`config.mk`:
```
export PLATFORM = sky130hd
export DESIGN_NAME = rf_write_arbiter
export DESIGN_NICKNAME = d
export VERILOG_FILES = /design/src/rtl/rf_write_arbiter_pkg.sv /design/src/rtl/rr_arbiter2.sv /design/src/rtl/rf_write_arbiter.sv
export SDC_FILE = /design/constraint.sdc
export NUM_CORES = 1
export LEC_CHECK = 0
export BUFFER_PORTS_ARGS = -buffer_cell sky130_fd_sc_hd__clkbuf_2
export CAP_MARGIN = 5
export CORE_UTILIZATION = 43
export DETAILED_ROUTE_END_ITERATION = 6
export GPL_TIMING_DRIVEN = 0
export PLACE_DENSITY = 0.76
export SYNTH_ARGS = -nofsm -noshare
export SYNTH_HDL_FRONTEND = slang
export SYNTH_SLANG_ARGS = --single-unit
```
`constraint.sdc`:
```
create_clock -name clk -period 1.4 [get_ports clk]
set_input_delay 0.14 -clock clk [delete_from_list [all_inputs] [get_ports clk]]
set_output_delay 0.14 -clock clk [all_outputs]
set_load 0.02 [all_outputs]
```
`src/rtl/rf_write_arbiter_pkg.sv`:
```
// Shared types and constants for the register-file write arbiter (rfarb_pkg).
// The optional clear sequencer is enabled by defining RFARB_CLEAR_EN.
package rfarb_pkg;

  localparam int DEF_DATA_W = 8;
  localparam int DEF_ADDR_W = 3;

  typedef enum logic [1:0] {
    IDLE  = 2'd0,
    WRITE = 2'd1,
    CLEAR = 2'd2
  } rfarb_state_e;

  localparam logic GNT_A = 1'b0;
  localparam logic GNT_B = 1'b1;

endpackage

```
`src/rtl/rr_arbiter2.sv`:
```
// Two-way round-robin pick: the requester that was not granted last wins a
// conflict; a lone requester always wins. The last_grant register lives in the caller.
module rr_arbiter2
  import rfarb_pkg::*;
(
  input  logic req_a,
  input  logic req_b,
  input  logic last_grant,
  output logic gnt_valid,
  output logic gnt_idx
);

  always_comb begin
    gnt_valid = req_a | req_b;
    gnt_idx   = GNT_A;
    if (req_a && req_b) begin
      gnt_idx = (last_grant == GNT_A) ? GNT_B : GNT_A;
    end else if (req_b) begin
      gnt_idx = GNT_B;
    end
  end

endmodule

```
`src/rtl/rf_write_arbiter.sv`:
```
// Write-port arbiter for the 8x8 lab register file, with an optional clear
// sequencer built when RFARB_CLEAR_EN is defined. All outputs are registered.
module rf_write_arbiter
  import rfarb_pkg::*;
#(
  parameter int DATA_W = DEF_DATA_W,
  parameter int ADDR_W = DEF_ADDR_W,
  parameter int DEPTH  = 8
) (
  input  logic              clk,
  input  logic              reset,
  input  logic              req_a,
  input  logic [ADDR_W-1:0] addr_a,
  input  logic [DATA_W-1:0] data_a,
  output logic              ack_a,
  input  logic              req_b,
  input  logic [ADDR_W-1:0] addr_b,
  input  logic [DATA_W-1:0] data_b,
  output logic              ack_b,
`ifdef RFARB_CLEAR_EN
  input  logic              clr_req,
  output logic              busy,
  output logic              clr_done,
`endif
  output logic              rf_we_n,
  output logic [ADDR_W-1:0] rf_waddr,
  output logic [DATA_W-1:0] rf_wdata,
  output logic [1:0]        fsm_state
);

  // Handshake: a requester holds req/addr/data until it sees its ack pulse.
  // ack marks the cycle its write is on the port; req still high in that
  // cycle is a fresh request, so one write per cycle is sustainable.

  localparam logic [1:0] S_IDLE  = IDLE;
  localparam logic [1:0] S_WRITE = WRITE;
`ifdef RFARB_CLEAR_EN
  localparam logic [1:0] S_CLEAR = CLEAR;
  localparam logic [ADDR_W:0] CNT_END  = (ADDR_W+1)'(DEPTH);
  localparam logic [ADDR_W:0] CNT_LAST = (ADDR_W+1)'(DEPTH - 1);
`endif

  logic [1:0] state;
  logic       last_grant;
  logic       gnt_valid;
  logic       gnt_idx;

`ifdef RFARB_CLEAR_EN
  // Holds the next address to clear; one bit wider so it stops at DEPTH.
  logic [ADDR_W:0] clr_cnt;
`endif

  assign fsm_state = state;

  rr_arbiter2 u_rr (
    .req_a      (req_a),
    .req_b      (req_b),
    .last_grant (last_grant),
    .gnt_valid  (gnt_valid),
    .gnt_idx    (gnt_idx)
  );

  always_ff @(posedge clk or negedge reset) begin
    if (!reset) begin
      state      <= S_IDLE;
      last_grant <= GNT_B;
      rf_we_n    <= 1'b1;
      rf_waddr   <= '0;
      rf_wdata   <= '0;
      ack_a      <= 1'b0;
      ack_b      <= 1'b0;
`ifdef RFARB_CLEAR_EN
      busy       <= 1'b0;
      clr_done   <= 1'b0;
      clr_cnt    <= '0;
`endif
    end else begin
      ack_a <= 1'b0;
      ack_b <= 1'b0;
`ifdef RFARB_CLEAR_EN
      clr_done <= 1'b0;
`endif
      case (state)
`ifdef RFARB_CLEAR_EN
        S_CLEAR: begin
          // Requests wait here; clr_req is ignored until the sweep ends.
          if (clr_cnt == CNT_END) begin
            state   <= S_IDLE;
            rf_we_n <= 1'b1;
            busy    <= 1'b0;
          end else begin
            rf_we_n  <= 1'b0;
            rf_waddr <= clr_cnt[ADDR_W-1:0];
            rf_wdata <= '0;
            clr_done <= (clr_cnt == CNT_LAST);
            clr_cnt  <= clr_cnt + 1'b1;
          end
        end
`endif
        default: begin
`ifdef RFARB_CLEAR_EN
          if (clr_req) begin
            state    <= S_CLEAR;
            busy     <= 1'b1;
            rf_we_n  <= 1'b0;
            rf_waddr <= '0;
            rf_wdata <= '0;
            clr_done <= (DEPTH == 1);
            clr_cnt  <= (ADDR_W+1)'(1);
          end else
`endif
          if (gnt_valid) begin
            state      <= S_WRITE;
            rf_we_n    <= 1'b0;
            rf_waddr   <= (gnt_idx == GNT_A) ? addr_a : addr_b;
            rf_wdata   <= (gnt_idx == GNT_A) ? data_a : data_b;
            ack_a      <= (gnt_idx == GNT_A);
            ack_b      <= (gnt_idx == GNT_B);
            last_grant <= gnt_idx;
          end else begin
            state   <= S_IDLE;
            rf_we_n <= 1'b1;
          end
        end
      endcase
    end
  end

endmodule

```
# [After elaboration in Yosys (flattened, before gate mapping)]
# Index checks and enable logic that the tools add are counted.
[word_totals] reg_bits=17 out_inout_bits=16 word_cells=19
[classes] mux=9 bitwise_logic=2 reduce_logical=1
[op_table] op="8-bit 2-to-1 mux" n=1
[op_table] op="1-bit 2-to-1 mux" n=7
[op_table] op="3-bit 2-to-1 mux" n=1
[op_table] op="1-bit logical AND" n=1
[op_table] op="1-bit NOT" n=1
[op_table] op="1-bit bitwise OR" n=1

# [Longest topological paths before layout]
[logic_depth] word_depth=4 ltp_mapped=5 depth_no_buf=3

# [Cells and area by module]
# Synthesis repeated with hierarchy kept, for this count alone.
[unflattened] hier_cells=60 hier_area_um2=678.2
[by_module_without_submodules] mod="rf_write_arbiter" n_inst=1 cells_each=58 area_per_inst_um2=664.4 seq_area_each_um2=402.9
[by_module_without_submodules] mod="rr_arbiter2" n_inst=1 cells_each=2 area_per_inst_um2=13.8 seq_area_each_um2=0.0

# [Worst setup path before layout]
# Ideal clock, no wire load.
[synth_path] path_type="register to register" startpoint="register last_grant" endpoint="register rf_waddr[0]" setup_time_ns=0.125 arrival_time_ns=0.966 t_required_ns=1.275 slack_ns=0.309 path_stages_with_launch=5 n_path_buf=1 period_less_slack_ns=1.091 cell_sequence="dfstp_2 -> nand2_1 -> buf_6 -> a31oi_1 -> o21ai_1"
[synth_between] elab_chain_cells=3
[synth_lines] element="start: declaration" line="rf_write_arbiter.sv:44" rtl="logic last_grant;"
[synth_lines] element="start signal: assignment" line="rf_write_arbiter.sv:119" rtl="last_grant <= gnt_idx;"
[synth_lines] element="1-bit 2-to-1 mux" line="rr_arbiter2.sv:17" rtl="gnt_idx = (last_grant == GNT_A) ? GNT_B : GNT_A;"
[synth_lines] element="1-bit 2-to-1 mux" line="rr_arbiter2.sv:16" rtl="if (req_a && req_b) begin"
[synth_lines] element="3-bit 2-to-1 mux" line="rf_write_arbiter.sv:115" rtl="rf_waddr <= (gnt_idx == GNT_A) ? addr_a : addr_b;"
[synth_lines] element="end signal: assignment" line="rf_write_arbiter.sv:115"
[synth_lines] element="end: declaration" line="rf_write_arbiter.sv:26" rtl="output logic [ADDR_W-1:0] rf_waddr,"
# No other way between the ends.
# A chain may end at the register's enable or synchronous reset.

# [Final worst setup path]
[layout_path] startpoint="register last_grant" endpoint="register rf_wdata[4]"
[layout_between] elab_chain_cells=3
[layout_lines] element="1-bit 2-to-1 mux" line="rr_arbiter2.sv:17"
[layout_lines] element="1-bit 2-to-1 mux" line="rr_arbiter2.sv:16"
[layout_lines] element="8-bit 2-to-1 mux" line="rf_write_arbiter.sv:116" rtl="rf_wdata <= (gnt_idx == GNT_A) ? data_a : data_b;"
[layout_lines] element="end signal: assignment" line="rf_write_arbiter.sv:116"
[layout_lines] element="end: declaration" line="rf_write_arbiter.sv:27" rtl="output logic [DATA_W-1:0] rf_wdata,"
# No other way between the ends.

==> out/metrics.cfg <==
[run_status]
status=complete, no violations

[critical_path]
critPathMaxFanout=10
cpMaxStageDelayCell=dfstp_2
crit_required_ps=1560
startpoint_type=flip-flop
crit_chain=nand2_1 -> buf_6 -> a31oi_1 -> o21ai_1
critPathTopFamily=flip-flops
path_buf_inv=1
r2r_start=last_grant$_DFFE_PN1N_
crit_type=reg2reg
cp-end-kind=flip-flop
max_stage_delay_ps=570
critPathArrivalTime_ps=1380
critPathLaunch=last_grant$_DFFE_PN1N_

[route]
routed_wl_mm=1.85
final_antenna_net_count=0
dr.pass1.iters=5
drc=0
via_per_inst=5.19
wire_per_inst_um=12.7
vias=752
dr.first_iter.drc_count=7

[timing]
finalSetupViolCount=0
min_period_ps=1210
fin_crit_sh_pct=86.8
rsz0062_at_grt=false
skew_ps=2.47
whs_ps=101
finalMaxSlewViolations=0
fmax_ghz=0.823
hold_viol=0
final.setup.tns_ps=0

[synthesis]
synth.area.top_cells=dfrtp_1, mux2i_1, a31oi_1
ys_warn_count=0
synth_top_area_cell=dfrtp_1
syn_avg_cell_area_um2=10.5
ys_seq_area_share_pct=49.2
synth_nets=104
yosys.area.top_type_share_pct=42.7
syn-instance-count=78
synth_cell_types=17
synth_area_um2=820
yosys_register_bits=16

[finish]
multi_input_area_um2=335
ff_latch_area_um2=403
area_growth_pct=31.1
n_antenna_cell=0
drive_above_1_share_pct=43.3
fin_area_um2=1070
nets=148
nFillCells=180

[power]
p_clk_share_pct=20.8
netSwitchingPower_mw=0.359
p_per_area_nw_per_um2=1040
leakagePower_nw=0.595
pwr-share-comb_pct=29.8
internal_power_mw=0.761
p_seq_share_pct=49.3
swShare_pct=32.1
max-vdd-ir-drop_mv=0.719

[global_routing]
grt_max_degree=17
grt_pass1_wl_mm=2.89
grt-ovfl-total=0
antenna_found_initial=0
grt_pass1_vias=659
grt_use_total_pct=19.5

[clock_network]
cts.sink_count=16
root_buffer=clkbuf_4
cts_buffers=3
postCtsSetupBuffers=0
htree_levels=1
clk_pin_slew_worst_paths_ps=90
clockBufferDepth=2
clkLatencyLatePin_ps=270
cts_tree=built

[hold_path]
min_from=data_b[0]
min_path_type=in2reg

[die]
coreArea_um2=1760
ioPinCount=42
die-area_um2=2080
die_w_um=45.7
initial_core_util_pct=46.5
rows=15
die_y_um=45.7

[run]
cap_violations=0

[place]
portBuffers=38
placed_area_um2=1040
place_hpwl_mm=1.35
gp_congestion=0.746

## worst paths after layout
| check | end | slack (ps) | cells past startpoint |
|---|---|---|---|
| max reg2reg | rf_wdata[4]$_DFFE_PN0N_ | 190 | 4 |
| max in group asynchronous | last_grant$_DFFE_PN1N_ | 770 | 2 |
| min in group asynchronous | rf_wdata[6]$_DFFE_PN0N_ | 310 | 2 |
| max | rf_wdata[4]$_DFFE_PN0N_ | 190 | 4 |
| min reg2reg | rf_waddr[2]$_DFFE_PN0N_ | 570 | 2 |
| min | rf_wdata[0]$_DFFE_PN0N_ | 100 | 3 |
## state kept, by name, summed over array words and instances, names as in the netlist
name / cells
rf_wdata: 8
rf_waddr: 3
ack_a: 1
ack_b: 1
fsm_state: 1
last_grant: 1
rf_we_n: 1
## power groups by stage
| stage | logic, mW | registers [mW] | clock network (mW) |
|---|---|---|---|
| 3_3_place_gp | 0.325 | 0.559 | 0 |
| 5_1_grt | 0.366 | 0.558 | 0.252 |
| 4_1_cts | 0.334 | 0.552 | 0.237 |
| 3_5_place_dp | 0.331 | 0.560 | 0 |
| 6_report | 0.334 | 0.553 | 0.233 |
| 2_1_floorplan | 0.141 | 0.624 | 0 |
## logic make-up (layout without fill, tap and decap cells)
kind of cell / count (synthesis) / after routing / share of synthesized area [%]
other: 1 / 1 / 0.458
AND/OR/NAND/NOR: 14 / 14 / 10.1
buffers and inverters: 12 / 54 / 9.92
AO/OA/AOI/OAI: 24 / 24 / 16.9
multiplexers: 11 / 11 / 13.4
flip-flops: 16 / 16 / 49.2
## layer usage
| metal | routed length (um) | GRT usage [%] |
|---|---|---|
| met1 | 818 | 26.1 |
| met5 | 0 | 0 |
| met3 | 92 | 3.57 |
| met2 | 923 | 32.0 |
| met4 | 12 | 5.45 |
## cells in the mapped netlist
library cell and n:
dfrtp_1 14, a31oi_1 11, and3_1 11, mux2i_1 11
o21ai_1 8, buf_6 4, inv_1 3, o21ai_0 3
buf_2 2, clkbuf_1 2, dfstp_2 2, nand2_1 2
a21boi_1 1, buf_4 1, conb_1 1, o21a_1 1
or2_2 1
## cell type report
type | instances | share of cell area (%)
inverters | 3 | 1.05
well taps | 25 | 2.91
multi-input cells | 50 | 31.2
repair buffers | 39 | 18.6
plain buffers | 9 | 6.64
flip-flops and latches | 16 | 37.5
clock buffers | 3 | 2.10
## through the flow
step                      instances  util (%)  power (mW)  setup WS, ps
final                           145      60.9        1.12           185
after global routing            145      60.9        1.18          83.6
after CTS                       145      60.9        1.12           104
after detailed placement        141      59.0       0.891           134
after global placement          141      59.0       0.883           150
after floorplan                  78         -       0.765           309
## tightest hold or removal path, delay by kind of cell
kind	cells	cell delay, ps
AOI/OAI and AO/OA	2	120
buffers and inverters	1	80
## layout by cell type (no fill, tap or decap)
cell type      count
a21boi_1           1
a31oi_1           11
and3_1            11
buf_2              2
buf_4              1
buf_6              4
clkbuf_1           1
clkbuf_2          39
clkbuf_4           3
conb_1             1
dfrtp_1           14
dfstp_2            2
dlygate4sd3_1      1
inv_1              3
mux2i_1           11
nand2_1            2
o21a_1             1
o21ai_0            3
o21ai_1            8
or2_2              1
## timing repair
item	4_1_cts	5_1_grt
gates resized for setup	0	2
hold endpoints to repair	14	0
endpoints found under the setup margin	0	1
hold buffers	1	0
Note: power is estimated with default switching activity, not from simulation.
